--- src/rtl/apb_req_arbiter.sv ---
// ---------------------------------------------------------------------------
// apb_req_arbiter
//
// Round-robin arbiter that multiplexes NREQ request channels onto one APB
// master command port. A winner is chosen in IDLE, its command is registered
// and held while the bus transfer runs (BUSY), and a one-cycle DONE state
// reports completion back to the winner before the pointer advances.
//
// Parameters
//   NREQ     number of requesters (2..8)
//   TIMEOUT  watchdog limit in PCLK cycles (2..255), used only when the
//            APB_ARB_TIMEOUT_EN macro is defined
//
// Optional feature
//   `define APB_ARB_TIMEOUT_EN  adds an 8-bit BUSY-cycle watchdog; on expiry
//                               the transfer is finished with err=1, rdata=0.
//
// Ports
//   PCLK, PRESET          clock, asynchronous active-high reset
//   req/req_write         per-requester request level and direction
//   req_addr/req_wdata    per-requester address/data, 32 bits per requester
//   gnt, done             one-hot grant and one-cycle completion pulse
//   rdata, err            result of the last completed transfer
//   SWRITE/SADDR/SWDATA   command presented to the APB master
//   transfer              high while a transfer is in progress
//   PSEL/PENABLE/PREADY/PSLVERR/PRDATA  monitored APB bus signals
// ---------------------------------------------------------------------------
module apb_req_arbiter #(
    parameter int NREQ    = 4,
    parameter int TIMEOUT = 16
) (
    input  logic               PCLK,
    input  logic               PRESET,
    input  logic [NREQ-1:0]    req,
    input  logic [NREQ-1:0]    req_write,
    input  logic [NREQ*32-1:0] req_addr,
    input  logic [NREQ*32-1:0] req_wdata,
    output logic [NREQ-1:0]    gnt,
    output logic [NREQ-1:0]    done,
    output logic [31:0]        rdata,
    output logic               err,
    output logic               SWRITE,
    output logic [31:0]        SADDR,
    output logic [31:0]        SWDATA,
    output logic               transfer,
    input  logic               PSEL,
    input  logic               PENABLE,
    input  logic               PREADY,
    input  logic               PSLVERR,
    input  logic [31:0]        PRDATA
);

    localparam int PW = $clog2(NREQ);

    if (NREQ < 2 || NREQ > 8) begin : g_bad_nreq
        $error("apb_req_arbiter: NREQ must be in 2..8");
    end
    if (TIMEOUT < 2 || TIMEOUT > 255) begin : g_bad_timeout
        $error("apb_req_arbiter: TIMEOUT must be in 2..255");
    end

    typedef enum logic [1:0] {
        IDLE = 2'd0,
        BUSY = 2'd1,
        DONE = 2'd2
    } state_t;

    state_t          state_reg;
    state_t          state_next;
    logic [PW-1:0]   ptr_reg;
    logic [PW-1:0]   gidx_reg;
    logic [PW-1:0]   win_idx;
    logic            win_valid;
    logic            complete;
    logic            timeout;
    logic [NREQ-1:0] gnt_reg;
    logic            swrite_reg;
    logic [31:0]     saddr_reg;
    logic [31:0]     swdata_reg;
    logic [31:0]     rdata_reg;
    logic            err_reg;

    logic [31:0]     addr_arr  [NREQ];
    logic [31:0]     wdata_arr [NREQ];

    genvar gi;
    generate
        for (gi = 0; gi < NREQ; gi++) begin : g_unpack
            assign addr_arr[gi]  = req_addr[gi*32 +: 32];
            assign wdata_arr[gi] = req_wdata[gi*32 +: 32];
        end
    endgenerate

    assign complete = PSEL & PENABLE & PREADY;

    // Round-robin pick: scan from ptr upward with wrap. Iterating the offset
    // from high to low lets the smallest offset (closest to ptr) win.
    always_comb begin
        win_valid = 1'b0;
        win_idx   = '0;
        for (int k = NREQ - 1; k >= 0; k--) begin
            logic [PW:0] cand;
            cand = {1'b0, ptr_reg} + (PW+1)'(k);
            if (cand >= (PW+1)'(NREQ)) begin
                cand = cand - (PW+1)'(NREQ);
            end
            if (req[cand[PW-1:0]]) begin
                win_valid = 1'b1;
                win_idx   = cand[PW-1:0];
            end
        end
    end

`ifdef APB_ARB_TIMEOUT_EN
    // Held at zero outside BUSY so it always starts from zero on BUSY entry;
    // in BUSY cycle k it holds k-1, so expiry ends BUSY after TIMEOUT cycles.
    logic [7:0] cnt_reg;

    always_ff @(posedge PCLK or posedge PRESET) begin
        if (PRESET) begin
            cnt_reg <= '0;
        end else if (state_reg != BUSY) begin
            cnt_reg <= '0;
        end else begin
            cnt_reg <= cnt_reg + 8'd1;
        end
    end

    assign timeout = (cnt_reg == 8'(TIMEOUT - 1));
`else
    assign timeout = 1'b0;
`endif

    always_ff @(posedge PCLK or posedge PRESET) begin
        if (PRESET) begin
            state_reg <= IDLE;
        end else begin
            state_reg <= state_next;
        end
    end

    always_comb begin
        state_next = state_reg;
        case (state_reg)
            IDLE:    if (win_valid) state_next = BUSY;
            BUSY:    if (complete || timeout) state_next = DONE;
            DONE:    state_next = IDLE;
            default: state_next = IDLE;
        endcase
    end

    always_ff @(posedge PCLK or posedge PRESET) begin
        if (PRESET) begin
            ptr_reg    <= '0;
            gidx_reg   <= '0;
            gnt_reg    <= '0;
            swrite_reg <= 1'b0;
            saddr_reg  <= '0;
            swdata_reg <= '0;
            rdata_reg  <= '0;
            err_reg    <= 1'b0;
        end else begin
            case (state_reg)
                IDLE: begin
                    if (win_valid) begin
                        gidx_reg   <= win_idx;
                        gnt_reg    <= NREQ'(1) << win_idx;
                        swrite_reg <= req_write[win_idx];
                        saddr_reg  <= addr_arr[win_idx];
                        swdata_reg <= wdata_arr[win_idx];
                    end
                end
                BUSY: begin
                    // A real completion takes priority over a coincident
                    // watchdog expiry.
                    if (complete) begin
                        rdata_reg <= swrite_reg ? 32'd0 : PRDATA;
                        err_reg   <= PSLVERR;
                    end else if (timeout) begin
                        rdata_reg <= 32'd0;
                        err_reg   <= 1'b1;
                    end
                end
                DONE: begin
                    gnt_reg <= '0;
                    ptr_reg <= (gidx_reg == PW'(NREQ - 1)) ? '0 : gidx_reg + PW'(1);
                end
                default: ;
            endcase
        end
    end

    assign gnt      = gnt_reg;
    assign done     = (state_reg == DONE) ? gnt_reg : '0;
    assign transfer = (state_reg == BUSY);
    assign SWRITE   = swrite_reg;
    assign SADDR    = saddr_reg;
    assign SWDATA   = swdata_reg;
    assign rdata    = rdata_reg;
    assign err      = err_reg;

endmodule

--- config.mk ---
export PLATFORM = sky130hd
export DESIGN_NAME = apb_req_arbiter
export DESIGN_NICKNAME = d
export VERILOG_FILES = /design/src/rtl/apb_req_arbiter.sv
export SDC_FILE = /design/constraint.sdc
export NUM_CORES = 1
export LEC_CHECK = 0
export BUFFER_PORTS_ARGS = -buffer_cell sky130_fd_sc_hd__buf_2
export CAP_MARGIN = 20
export CORE_MARGIN = 5
export CORE_UTILIZATION = 25
export DETAILED_ROUTE_END_ITERATION = 12
export PLACE_DENSITY = 0.6
export SYNTH_ARGS = -nofsm -noshare
export SYNTH_HDL_FRONTEND = slang
export SYNTH_SLANG_ARGS = --single-unit
--- constraint.sdc ---
create_clock -name PCLK -period 9.4 [get_ports PCLK]
set_input_delay 1.88 -clock PCLK [delete_from_list [all_inputs] [get_ports PCLK]]
set_output_delay 1.88 -clock PCLK [all_outputs]
set_load 0.05 [all_outputs]
# --- Word level (Yosys, flattened, before mapping) ---
# Index checks and enable logic that the tools add are counted.
totals:
  reg_bits: 108
  input_bits: 302
  output_inout_bits: 107
  wordCells: 78
op_classes:
  addsub: 8
  order_cmp: 10
  eq_ne: 5
  shifts: 1
  n_mux: 36
  bitwise_logic: 3
  reduce_logical: 6
op_table:
  columns: ["operator", "n"]
  rows:
  - ["$mux W32", 5]
  - ["$bmux W32 S2", 2]
  - ["$mux W2", 11]
  - ["$lt A2 B3 Y1 const B", 5]
  - ["$ge A3 B3 Y1 const B", 4]
  - ["$bmux W1 S2", 5]
  - ["$mux W1", 9]
  - ["$mux W4", 2]
  - ["$pmux W4 S2", 1]
  - ["$reduce_and A2 Y1", 4]
  - ["$sub A2 B1 Y2 const B", 4]
  - ["$add A2 B2 Y3 const B", 2]
  - ["$eq A2 B2 Y1 const B", 2]
  - ["$pmux W2 S2", 1]
  - ["$shl A1 B2 Y4 const A", 1]
  - ["$add A2 B1 Y3 const B", 1]
  - ["$ge A2 B3 Y1 const B", 1]
  - ["$not A2 Y3", 1]
  - ["$add A2 B1 Y2 const B", 1]
  - ["$and A1 B1 Y1", 2]
  - ["$eq A2 B1 Y1 const B", 1]
  - ["$logic_not A2 Y1", 1]
  - ["$ne A2 B1 Y1 const B", 1]
  - ["$ne A2 B2 Y1 const B", 1]
  - ["$reduce_bool A2 Y1", 1]

# --- Longest topological paths before layout ---
logic_depth:
  depth_word: 13
  depth_mapped: 8
  depth_no_buf: 6

# --- Worst setup path after synthesis ---
# Ideal clock, no wire load.
synth_path:
  path_type: "input to register"
  start: "input req[1]"
  end: "register saddr_reg[0], in the netlist SADDR[0]"
  arrival_time_ns: 3.307
  required_time_ns: 9.274
  path_slack_ns: 5.967
  path_stages: 6
  n_path_buf: 2
  cell_sequence: "or4_4 -> and2_4 -> and3_4 -> buf_6 -> buf_6 -> a221o_1"
synth_via:
  elab_chain_cells: 10
  word_cells_on_any_way: 21
  cone_classes: "19 x mux; 1 x bitwise; 1 x reduce/logical"
synth_rtl:
  columns: ["element", "line", "rtl"]
  rows:
  - ["from (decl)", "34", "input logic [NREQ-1:0] req,"]
  - ["$bmux W1 S2", "107", "if (req[cand[PW-1:0]]) begin"]
  - ["$mux W1 (not written as such)", "107", null]
  - ["$mux W2 (4 in a row)", "107", null]
  - ["$not A2 Y3 (not written as such)", "169", "saddr_reg <= addr_arr[win_idx];"]
  - ["$bmux W32 S2", "169", null]
  - ["$mux W32 (not written as such) (2 in a row)", "169", null]
  - ["to (signal assigned)", "169", null]
  - ["to (decl)", "78", "logic [31:0] saddr_reg;"]
# Several ways; a longest one is shown, not always the timed one. The select of a mux whose other input is x is not followed.
# A chain may end at the register's enable or synchronous reset.

# --- Worst setup path after layout ---
layout_path:
  start: "input req[0]"
  end: "register swdata_reg[24], in the netlist SWDATA[24]"
layout_via:
  elab_chain_cells: 10
  word_cells_on_any_way: 21
  cone_classes: "19 x mux; 1 x bitwise; 1 x reduce/logical"
layout_rtl:
  columns: ["element", "line", "rtl"]
  rows:
  - ["$bmux W1 S2", "107", null]
  - ["$mux W1 (not written as such)", "107", null]
  - ["$mux W2 (4 in a row)", "107", null]
  - ["$not A2 Y3 (not written as such)", "170", "swdata_reg <= wdata_arr[win_idx];"]
  - ["$bmux W32 S2", "170", null]
  - ["$mux W32 (not written as such) (2 in a row)", "170", null]
  - ["to (signal assigned)", "170", null]
  - ["to (decl)", "79", "logic [31:0] swdata_reg;"]
# Several ways; a longest one is shown, not always the timed one. The select of a mux whose other input is x is not followed.

==> summary.md <==
| Metric | Value |
|---|---|
| Number of violations reported at the end of detailed-routing iteration 0 | 321 |
| Core Box Area | 21,690 um2 |
| Path depth of the worst reg2reg path | 6 |
| Number of cells upsized or downsized after cts | 0 |
| Number of buffers inserted for hold repair after clock tree synthesis | 0 |
| Minimum setup slack after placement | 5352 ps |
| Crit-path max FO | 45 |
| Startpoint Class | primary input |
| Total number of nets in the final design | 1,188 |
| Count of clock tree sinks | 108 |
| Yosys synthesis warning count | 0 |
| Number of iterations in the first detailed-routing pass | 5 |
| Setup slack, reg-to-reg | 6850 ps |
| Final clock skew | 23.82 ps |
| TritonCTS clock tree | built |
| Total met3 wirelength after detailed routing | 2322 um |
| Number of nets with antenna violations after detailed routing | 0 |
| Max IR drop VDD | 0.1763 mV |
| Die Y | 157.9 um |
| Number of setup violations in the final report | 0 |
| Slowest cell delay on critical path | 610 ps |
| Clock transition time at the flip-flop clock pins of the worst setup and hold paths | 80 ps |
| Met2 Wirelength | 11,660 um |
| Die W | 157.9 um |
| Number of failing hold endpoints at the final stage | 0 |
| Final Critical Period | 3693 ps |
| CTS H-tree depth | 3 |
| Weighted congestion at the end of routability-driven global placement | 0.8385 |
| HPWL reported at the end of detailed placement | 17,500 um |
| Number of top-level pins | 409 |
| Cell Area, Synth | 5470 um2 |
| Max Cap Viol | 0 |
| Share of synthesized area occupied by flip-flops and latches | 49.41% |
| Total number of placement rows | 54 |
| M1 wire length | 8844 um |
| Crit path arrival time | 3970 ps |
| Share of final-layout standard cells stronger than drive strength 1 | 49.33% |
| Number of unique standard cell types used by synthesis | 31 |
| Critical register-to-register path startpoint | ptr_reg[1] |
| RSZ-0062 raised after global routing | no |
| Final cycle utilization of the critical path | 39.29% |
| Die ar. | 24,940 um2 |
| Clock buffer depth | 2 |
| Destination of the worst hold path | rdata[31] |
| Critical Path, Cell by Cell | buf_2 -> a21o_1 -> a21oi_1 -> o22ai_1 -> and3_2 -> buf_4 -> a221o_1 |
| Maximum clock frequency | 270.8 MHz |
| Synth-to-Final Area Change | 46.16% |
| Xor and xnor fraction of the mapped netlist area | 0% |
| Number of buffers inserted by post-CTS setup repair | 0 |
| Power density of the placed cells | 371.6 nW/um2 |
| Capture point of the worst reg-to-reg path | SWDATA[24] |
| Global Route Usage Sum | 17.08% |
| Worst endpoint required time | 9680 ps |
| Area share of fa/ha/maj cells after synthesis | 0.2287% |
| Top routing layer used | met5 |
| Synthesized netlist net count | 810 |
| Outcome | finished, final reports clean |
| Number of design rule violations left after detail routing | 0 |
| Clock root buffer | clkbuf_16 |
| Mean area per synthesized cell | 10.79 um2 |
| Leakage power total | 0.004214 uW |
| Max-slew headroom | 31.45% |
| Basic-gate share of the synthesized area counting and, or, nand and nor cells | 16.77% |
| Summed negative setup slack over all endpoints | 0 ps |
| Critical path startpoint | req[0] |
| Compound-cell area share of the yosys netlist | 28.75% |
| Detailed-route wire length per cell | 19.79 um |
| First-pass GRT wire length | 32,890 um |
| Endpoint class of the critical path | flip-flop |
| Setup slack of the critical path after layout | 5707 ps |
| Count of cells along the worst hold path | 2 |
| Latest clock arrival within the worst-skew pair | 360 ps |
| Final wirelength | 23,220 um |
| Overall power after layout | 2971 uW |
| Count of input and output buffers | 408 |
| Vias in the first global route | 5,803 |
| Initial Utilization | 25.22% |
| Antenna violations before repair | 5 |
| HP Class | reg -> reg |
| Setup Crit Path Kind | in -> reg |
| Routed vias/inst | 4.956 |
| Number of cells produced by synthesis | 507 |
| Worst-margin pin slew | 1025 ps |
| Flip-flop and latch count after synthesis | 108 |
| Buffers and inverters on the worst path | 2 |
| Post-synthesis mux area share | 0.2059% |
| Largest delay share family, worst path | compound AO/OA/AOI/OAI gates |
| Hold Startpoint | rdata[31] |
| Grt total ovfl | 0 |
| Final Max Tran Viols | 0 |
| CTS buffer count | 9 |
| Vias | 5,813 |
| Combinational family with the most area after synthesis | compound AO/OA/AOI/OAI gates |
| Pin count of the biggest net entering global routing | 67 |
| Cell with the largest stage delay on the worst path | and3_2 |
-- cell families after synthesis --
kind of cell | Yosys count
AOI/OAI and AO/OA | 181
adders and majority gates | 1
buffers and inverters | 51
DFF | 108
muxes | 1
and+or+nand+nor | 165
-- cell usage in the layout (no fill, tap or decap), drive strengths merged, types with 2 or more instances in the layout --
cell type and n:
clkbuf 11, and2 69, o21bai 2, buf 413
nand4 2, a221o 128, nor2 7, nand2b 35
diode 3, and3 3, o21ai 37, clkinv 3
nor2b 2, nand2 43, a21o 5, dfrtp 108
a21oi 6, inv 7
-- power breakdown --
part	leakage, uW	switching [uW]	internal (uW)	total, uW
combinational	0.00271	1200	573	1770
clock	0.000148	189	198	387
sequential	0.00136	131	681	811
-- routing by layer --
metal  vias to the layer above  global-route usage [%]
li1                       2703                       -
met1                      2777                   20.22
met2                       304                   29.47
met3                        25                   5.249
met4                         4                   5.694
met5                         -                       0
-- metrics by stage --
stage,utilization [%],hold slack (ps),area (um2),std cells
CTS,36.83,481.4,7988,1170
floorplan,-,453.8,5470,507
finish,36.86,474.2,7995,1173
detailed placement,35.47,460.6,7692,1154
global placement,35.47,456.3,7692,1154
global route,36.86,498.4,7995,1173
-- area by class of cell --
| cell class | instances | area, um2 |
|---|---|---|
| Sequential cell | 108 | 2703 |
| Multi-Input combinational cell | 348 | 2539 |
| Timing Repair Buffer | 413 | 2079 |
| Fill cell | 2237 | 13690 |
| Tap cell | 280 | 350.3 |
| Clock inverter | 5 | 42.54 |
| Inverter | 5 | 21.27 |
| Antenna cell | 3 | 7.507 |
| Clock buffer | 11 | 252.7 |
-- worst reg2reg max path: stages, from the launching register on --
cell and delay (ps):
dfrtp_1 500, a21o_1 170, a21oi_1 60, o22ai_1 300
and3_2 610, buf_4 560, a221o_1 280
-- worst max-delay path by stage --
| stage | depth (start not counted) | endpoint |
|---|---|---|
| final | 7 | SWDATA[24] |
| after global routing | 7 | SADDR[27] |
| after CTS | 7 | SWDATA[24] |
| after detailed placement | 7 | SWDATA[17] |
| after global placement | 6 | SWDATA[23] |
| after floorplan | 1 | SADDR[0] |
-- cell usage after synthesis --
cell | n | area (um2)
a21o_1 | 5 | 37.54
a21oi_1 | 6 | 30.03
a221o_1 | 128 | 1281
a222oi_1 | 1 | 10.01
and2_1 | 68 | 425.4
and2_4 | 1 | 8.760
and3_1 | 2 | 12.51
and3_4 | 1 | 11.26
buf_1 | 1 | 3.750
buf_2 | 5 | 25.02
buf_4 | 1 | 7.510
buf_6 | 7 | 78.83
clkbuf_1 | 32 | 120.1
dfrtp_1 | 108 | 2703
ha_1 | 1 | 12.51
inv_1 | 5 | 18.77
mux2_2 | 1 | 11.26
nand2_1 | 43 | 161.4
nand2b_1 | 35 | 219.0
nand3_1 | 1 | 5.000
nand4_1 | 2 | 12.51
nor2_1 | 7 | 26.28
nor2b_1 | 2 | 12.51
nor3_1 | 1 | 5.000
o211ai_1 | 1 | 7.510
o21ai_0 | 36 | 180.2
o21ai_1 | 1 | 5.000
o21bai_1 | 2 | 15.01
o22ai_1 | 1 | 6.260
or3_1 | 1 | 6.260
or4_4 | 1 | 11.26
No activity file was read; power rests on OpenSTA's default activity.
